File: src/rtl/instr_fetch_queue.sv
// Instruction fetch front end: owns the fetch PC, issues word reads over req/ack,
// and buffers {instr, pc} in a DEPTH-entry prefetch FIFO. Optional FETCH_PERF_EN adds counters.
module instr_fetch_queue #(
    parameter int          DEPTH    = 4,
    parameter logic [31:0] RESET_PC = 32'h0000_0000
) (
    input  logic                     clk_i,
    input  logic                     rst_i,
    input  logic                     start_i,
    input  logic                     redirect_i,
    input  logic [31:0]              redirect_pc_i,
    output logic                     mem_req_o,
    output logic [31:0]              mem_addr_o,
    input  logic                     mem_ack_i,
    input  logic [31:0]              mem_rdata_i,
    output logic                     instr_valid_o,
    output logic [31:0]              instr_o,
    output logic [31:0]              instr_pc_o,
    input  logic                     instr_ready_i,
    output logic [$clog2(DEPTH):0]   count_o
`ifdef FETCH_PERF_EN
    ,
    output logic [31:0]              fetch_cnt_o,
    output logic [31:0]              stall_cnt_o
`endif
);

    localparam int AW = $clog2(DEPTH);
    localparam int CW = AW + 1;

    typedef enum logic [1:0] {IDLE, FETCH, FULL} state_t;

    state_t         state;
    logic [31:0]    fetch_pc;
    logic [31:0]    data_q [DEPTH];
    logic [31:0]    pc_q   [DEPTH];
    logic [AW-1:0]  rd_ptr, wr_ptr;
    logic [CW-1:0]  count_q, count_nxt;
    logic           push, pop;

    assign push          = mem_req_o && mem_ack_i;
    assign pop           = instr_valid_o && instr_ready_i;
    assign count_nxt     = count_q + CW'(push) - CW'(pop);
    assign mem_addr_o    = fetch_pc;
    assign count_o       = count_q;
    assign instr_valid_o = (count_q != '0);
    // Gate the head to zero while empty so the outputs read 0 out of reset.
    assign instr_o       = instr_valid_o ? data_q[rd_ptr] : '0;
    assign instr_pc_o    = instr_valid_o ? pc_q[rd_ptr]   : '0;

    always_ff @(posedge clk_i) begin
        if (push && !rst_i && !redirect_i) begin
            data_q[wr_ptr] <= mem_rdata_i;
            pc_q[wr_ptr]   <= fetch_pc;
        end
    end

    always_ff @(posedge clk_i) begin
        if (rst_i) begin
            state     <= IDLE;
            mem_req_o <= 1'b0;
            fetch_pc  <= RESET_PC;
            rd_ptr    <= '0;
            wr_ptr    <= '0;
            count_q   <= '0;
        end else if (redirect_i) begin
            // Flush wins over any same-cycle ack or pop.
            fetch_pc <= redirect_pc_i & ~32'h3;
            rd_ptr   <= '0;
            wr_ptr   <= '0;
            count_q  <= '0;
            if (state != IDLE) begin
                state     <= FETCH;
                mem_req_o <= 1'b1;
            end
        end else begin
            if (push) begin
                wr_ptr   <= wr_ptr + 1'b1;
                fetch_pc <= fetch_pc + 32'd4;
            end
            if (pop)
                rd_ptr <= rd_ptr + 1'b1;
            count_q <= count_nxt;
            case (state)
                IDLE: if (start_i) begin
                    state     <= FETCH;
                    mem_req_o <= 1'b1;
                end
                FETCH: if (count_nxt == CW'(DEPTH)) begin
                    state     <= FULL;
                    mem_req_o <= 1'b0;
                end
                FULL: if (count_nxt < CW'(DEPTH)) begin
                    state     <= FETCH;
                    mem_req_o <= 1'b1;
                end
                default: begin
                    state     <= IDLE;
                    mem_req_o <= 1'b0;
                end
            endcase
        end
    end

`ifdef FETCH_PERF_EN
    always_ff @(posedge clk_i) begin
        if (rst_i) begin
            fetch_cnt_o <= '0;
            stall_cnt_o <= '0;
        end else begin
            if (push && !redirect_i)
                fetch_cnt_o <= fetch_cnt_o + 32'd1;
            if (state == FULL)
                stall_cnt_o <= stall_cnt_o + 32'd1;
        end
    end
`endif

endmodule

File: config.mk
export PLATFORM = sky130hd
export DESIGN_NAME = instr_fetch_queue
export DESIGN_NICKNAME = d
export VERILOG_FILES = /design/src/rtl/instr_fetch_queue.sv
export SDC_FILE = /design/constraint.sdc
export NUM_CORES = 1
export LEC_CHECK = 0
export ABC_AREA = 1
export ABC_CLOCK_PERIOD_IN_PS = 5500
export CORE_ASPECT_RATIO = 0.7
export CORE_UTILIZATION = 30
export CTS_CLUSTER_DIAMETER = 80
export DETAILED_ROUTE_END_ITERATION = 10
export PLACE_DENSITY_LB_ADDON = 0.15
export SLEW_MARGIN = 5
export SYNTH_ARGS = -nofsm -noshare
export SYNTH_HDL_FRONTEND = slang
export SYNTH_SLANG_ARGS = --single-unit
File: constraint.sdc
create_clock -name clk_i -period 5.5 [get_ports clk_i]
set_input_delay 1.65 -clock clk_i [delete_from_list [all_inputs] [get_ports clk_i]]
set_output_delay 1.65 -clock clk_i [all_outputs]
set_load 0.05 [all_outputs]
==> results of run 1 <==
## worst max path at each step
| stage | to | slack, ps | depth (start not counted) |
|---|---|---|---|
| after floorplan | data_q[0][0] | 90 | 6 |
| after global placement | instr_pc_o[11] | 1270 | 6 |
| after detailed placement | instr_pc_o[11] | 1280 | 6 |
| after CTS | instr_pc_o[11] | 710 | 6 |
| after global routing | instr_o[0] | 620 | 6 |
| final | instr_o[0] | 810 | 6 |
## layer usage
metal	track usage, %	vias up	routed length [um]
met5	0	-	0
met4	4.43	0	626
met3	3.03	48	1450
met2	25.3	190	15000
met1	22.8	4185	16600
li1	-	4269	-
## area by class of cell
class	instances	area, um^2
tap	535	669
antenna	1	2.50
fill	3874	24300
inverter	69	260
clock inverter	15	154
sequential	289	8270
timing repair buffer	181	1880
clock buffer	44	945
multi-input combinational	739	3500
## Yosys cell counts (7+ instances only)
library cell | n | area share (%)
xor2_1 | 8 | 0.57
nor2_4 | 10 | 0.92
dfxtp_1 | 41 | 6.7
clkbuf_1 | 22 | 0.67
nand2_1 | 111 | 3.4
nand3_1 | 34 | 1.4
edfxtp_1 | 248 | 61
a21oi_1 | 87 | 3.5
buf_4 | 10 | 0.61
inv_1 | 65 | 2.0
nor2_2 | 8 | 0.41
o21ai_0 | 150 | 6.1
buf_2 | 16 | 0.65
nor2_1 | 283 | 8.6
ha_1 | 7 | 0.71
## stage by stage
stage                     cell area, um^2  hold slack [ps]  instances  power, mW
final                               15700              456       1873       5.20
after global routing                15700              497       1872       5.38
after CTS                           15700              461       1872       5.26
after detailed placement            14600              451       1813       3.02
after global placement              14600              447       1813       3.02
after floorplan                     12300              436       1157       2.79
## power breakdown
group          internal [mW]  total [mW]  switching, mW
Combinational          0.170       0.515          0.345
Sequential              2.41        2.46         0.0502
Clock                   1.35        2.23          0.873
Total                   3.93        5.20           1.27
## registers in the layout (all words and copies together), names as in the netlist, named ones only
register and flops:
data_q 128, pc_q 120, rd_ptr 2, count_o 3, mem_addr_o 30, state 2
wr_ptr 2
## cells in the final DEF, fill, tap and decap left out, types with 3 or more instances in the layout
cell type and instances:
a31oi_1 3, o21ai_0 150, conb_1 4, nand2_1 111
ha_1 7, nor2_2 8, clkbuf_16 36, edfxtp_1 248
xnor2_1 4, nor2_1 279, inv_1 65, clkbuf_1 6
clkdlybuf4s50_1 164, nor2_4 14, buf_4 8, nand3_1 34
bufinv_16 3, a21oi_2 4, clkinv_2 5, dfxtp_1 39
clkinv_1 5, inv_2 3, xor2_1 8, nand2_2 5
a22o_1 5, a21oi_1 87, buf_12 9
## worst max-delay path, stage by stage, from the launching register on
cell and delay [ps]:
dfxtp_2 320, inv_2 590, buf_4 520, nor2_1 90, o21ai_0 110, a21oi_1 150
clkdlybuf4s50_1 730
## kinds of logic after synthesis
| kind of cell | synth area share (%) |
|---|---|
| adders and majority gates | 0.876 |
| AOI/OAI and AO/OA | 10.7 |
| xor gates and xnor gates | 0.856 |
| DFF | 67.3 |
| and+or+nand+nor | 15.7 |
| buffers and inverters | 4.53 |
| other | 0.0305 |
==> flow_summary_export.csv, run 1 <==
group,metric,value,unit
critical_path,crit_arrival,3040,ps
finish,nNetsFinal,1392,
timing,fmax,0.213,GHz
finish,utilization,39.2,%
timing,timing.setup.tns,0,ps
power,ir_worst_vdd,0.160,mV
placed_design,dp_hpwl,19500,um
run_status,status,"complete, no violations",
logic_synthesis,synth_cell_type_count,37,
global_routing,grt_overflow,0,
placed_design,finalWeightedCongestion,0.816,
critical_path,crit-reg2reg-launch,"count_o[1]",
timing,rsz0062_at_grt,"false",
cts,hold_buffers,0,
min_path,hold_depth,2,
cts,postCtsSetupRepairBufs,0,
logic_synthesis,synthCells,1154,
timing,setup_viol,0,
critical_path,worstPathRequired,3850,ps
detailed_routing,antenna_left,0,
timing,finalCritPeriodShare,85.3,%
detailed_routing,wl_per_cell,18.0,um
critical_path,path_max_fanout,32,
timing,drv_slew,0,
detailed_routing,routed_wl,33700,um
detailed_routing,drc,0,
logic_synthesis,synth_area,0.0123,mm^2
cts,cts_buffers,34,
finish,area_growth,27.7,%
min_path,hp-class,"register to register",
logic_synthesis,syn_area_per_cell,10.6,um^2
logic_synthesis,yosysWarnings,0,
placed_design,dp_slack,1280,ps
flow_run,maxCapViolations,0,
critical_path,r2r_slack,2730,ps
timing,slew_headroom,38.7,%
power,p_per_area,331,mW/mm^2
global_routing,track_usage,16.1,%
logic_synthesis,ys_async_sr_fraction,0,%
cts,cts_root_buf,"clkbuf_16",
detailed_routing,via_per_inst,4.64,
power,p_leak,5.37,nW
detailed_routing,firstDrtPassIters,4,
cts,clockBufferDepth,3,
critical_path,r2r-end,"state[0]",
global_routing,antenna_found_initial,0,
critical_path,end_kind,"primary output",
timing,hold_violations,0,
critical_path,critPathKind,"register to primary output",
floorplanning,ios,171,
cts,cts_sinks,289,
floorplanning,core_area,0.0400,mm^2
global_routing,grt_pass1_vias,8357,
cts,clk_pin_slew,60,ps
placed_design,io_buffers,164,
floorplanning,die-width,244,um
finish,layout-drive-gt1-share,8.00,%
floorplanning,fp.dieH,171,um
detailed_routing,drt_iter0_markers,393,
logic_synthesis,ys.flop_type,"edfxtp_1",
cts,tritoncts,"yes",
detailed_routing,num_vias,8692,
floorplanning,rows,61,
global_routing,grt_start_max_net_pins,125,
logic_synthesis,synth_edf_count,248,
timing,fin_crit,4690,ps
timing,worstMarginPinSlew,919,ps
global_routing,grt_first_pass_wirelength,51000,um
timing,setup_ws,811,ps
critical_path,rr_worst_depth,16,
cts,clock_latency,510,ps
logic_synthesis,ys_ff_latch,289,
cts,cts_resized,0,
critical_path,start_kind,"register",
cts,htreeDepth,2,
logic_synthesis,seq_area_frac_synth,67.3,%
floorplanning,initial_core_util,30.7,%
min_path,hp-start,"rd_ptr[1]",
timing,final.setup_skew,21.3,ps
floorplanning,die_area,0.0418,mm^2
(Power assumes the default switching activity.)
==> inputs of run 2 (changes only) <==
--- a/config.mk
+++ b/config.mk
@@ -7,7 +7,8 @@
 export LEC_CHECK = 0
 export ABC_AREA = 1
 export ABC_CLOCK_PERIOD_IN_PS = 5500
-export CORE_ASPECT_RATIO = 0.7
+export CORE_ASPECT_RATIO = 1.4
+export CORE_MARGIN = 2
 export CORE_UTILIZATION = 30
 export CTS_CLUSTER_DIAMETER = 80
 export DETAILED_ROUTE_END_ITERATION = 10
==> flow_summary_export.csv, run 2 (synthesized netlist as in run 1, its figures left out) <==
group,metric,value,unit
timing,finalCritPeriodShare,89.6,%
cts,clock_latency,560,ps
detailed_routing,num_vias,8619,
cts,cts_buffers,30,
timing,fmax,0.203,GHz
cts,cts_root_buf,"clkbuf_16",
cts,clockBufferDepth,3,
timing,hold_violations,0,
detailed_routing,firstDrtPassIters,4,
critical_path,path_max_fanout,58,
critical_path,end_kind,"primary output",
power,power_frac_comb,10.0,%
timing,worstMarginPinSlew,732,ps
critical_path,crit-reg2reg-launch,"count_o[1]",
detailed_routing,wl_per_cell,17.5,um
min_path,hp-start,"rd_ptr[1]",
flow_run,maxCapViolations,0,
power,p_seq_share,48.6,%
cts,postCtsSetupRepairBufs,0,
cts,tritoncts,"yes",
finish,layout_common_cells,"nor2_1 (279), edfxtp_1 (248), clkdlybuf4s50_1 (164)",
run_status,status,"complete, no violations",
power,ir_worst_vdd,0.267,mV
finish,nNetsFinal,1389,
cts,cts_sinks,289,
floorplanning,die-width,175,um
timing,drv_slew,0,
detailed_routing,drc,0,
finish,utilization,38.6,%
finish,final_common_cell,"nor2_1",
global_routing,grt_first_pass_wirelength,49800,um
placed_design,io_buffers,164,
placed_design,dp_hpwl,19200,um
finish,largest_reg_flops,128,
finish,diodes,0,
finish,stdcell_area,0.0156,mm^2
critical_path,critPathKind,"register to primary output",
finish,layout-drive-gt1-share,7.95,%
power,pwr-share-clk,41.4,%
detailed_routing,drt_iter0_markers,414,
timing,setup_viol,0,
global_routing,track_usage,15.2,%
placed_design,place_area,0.0146,mm^2
critical_path,start_kind,"register",
power,p_leak,5.33,nW
floorplanning,fp.dieH,243,um
detailed_routing,antenna_left,0,
critical_path,crit_arrival,3280,ps
detailed_routing,routed_wl,32600,um
global_routing,grt_start_max_net_pins,65,
power,p_per_area,324,mW/mm^2
timing,fin_crit,4930,ps
power,p_sw,1.22,mW
cts,hold_buffers,0,
floorplanning,die_area,0.0426,mm^2
finish,area_growth,26.8,%
power,switching_share,24.2,%
floorplanning,initial_core_util,30.4,%
finish,top_register,"data_q",
global_routing,grt_pass1_vias,8503,
global_routing,antenna_found_initial,0,
cts,clk_pin_slew,60,ps
floorplanning,core_area,0.0404,mm^2
timing,final.setup_skew,16.2,ps
placed_design,placed_cells_incl_taps,1813,
placed_design,finalWeightedCongestion,0.842,
timing,timing.setup.tns,0,ps
floorplanning,ios,171,
power,p_int,3.83,mW
detailed_routing,via_per_inst,4.62,
min_path,hp-class,"register to register",
cts,htreeDepth,1,
timing,slew_headroom,51.2,%
floorplanning,rows,87,
critical_path,worstPathRequired,3850,ps
power,power,5.05,mW
timing,rsz0062_at_grt,"false",
global_routing,grt_overflow,0,
cts,cts_resized,0,
finish,finalNonFillerCells,1867,
run 2: cell count changes in the layout (fill, tap and decap cells not counted), sizes merged:
cell / delta
buf: +1
bufinv: +2
clkbuf: -11
clkinv: +5
diode: -1
inv: -1
run 2: worst paths after layout:
check	endpoint	slack [ps]	depth (start not counted)
setup / recovery	instr_pc_o[6]	570	6
hold reg to reg	register	500	2
setup reg to reg	state[0]	2690	16
hold / removal	register	500	2
run 2: layer usage:
metal,vias to the layer above,track usage (%),wire length (um)
met3,45,1.98,1220
met5,-,0,0
met2,196,27.2,16400
met4,0,4.63,812
met1,4123,19.1,14300
li1,4255,-,-
run 2: cell type report:
type,instances,area [um^2]
multi-input cells,739,3500
inverters,69,260
fillers,3929,24800
clock buffers,33,783
clock inverters,21,236
repair buffers,182,1850
flip-flops and latches,289,8280
well taps,534,668
run 2: worst max-delay path, cell delays in order (launching register included):
cell and delay, ps:
dfxtp_4 810, buf_4 510, nor2_1 100, nor2_1 90, o21ai_0 90, a21oi_1 250, clkdlybuf4s50_1 850
run 2: stage by stage:
| stage | setup WS, ps | hold slack, ps |
|---|---|---|
| 6_report | 573 | 499 |
| 4_1_cts | 426 | 500 |
| 2_1_floorplan | 85.5 | 436 |
| 5_1_grt | 320 | 529 |
| 3_5_place_dp | 1050 | 483 |
| 3_3_place_gp | 1050 | 474 |
run 2: power groups by stage:
stage | sequential, mW | clock [mW] | combinational (mW)
2_1_floorplan | 2.53 | 0 | 0.255
3_3_place_gp | 2.50 | 0 | 0.512
3_5_place_dp | 2.50 | 0 | 0.513
4_1_cts | 2.46 | 2.16 | 0.514
5_1_grt | 2.46 | 2.24 | 0.542
6_report | 2.45 | 2.09 | 0.507
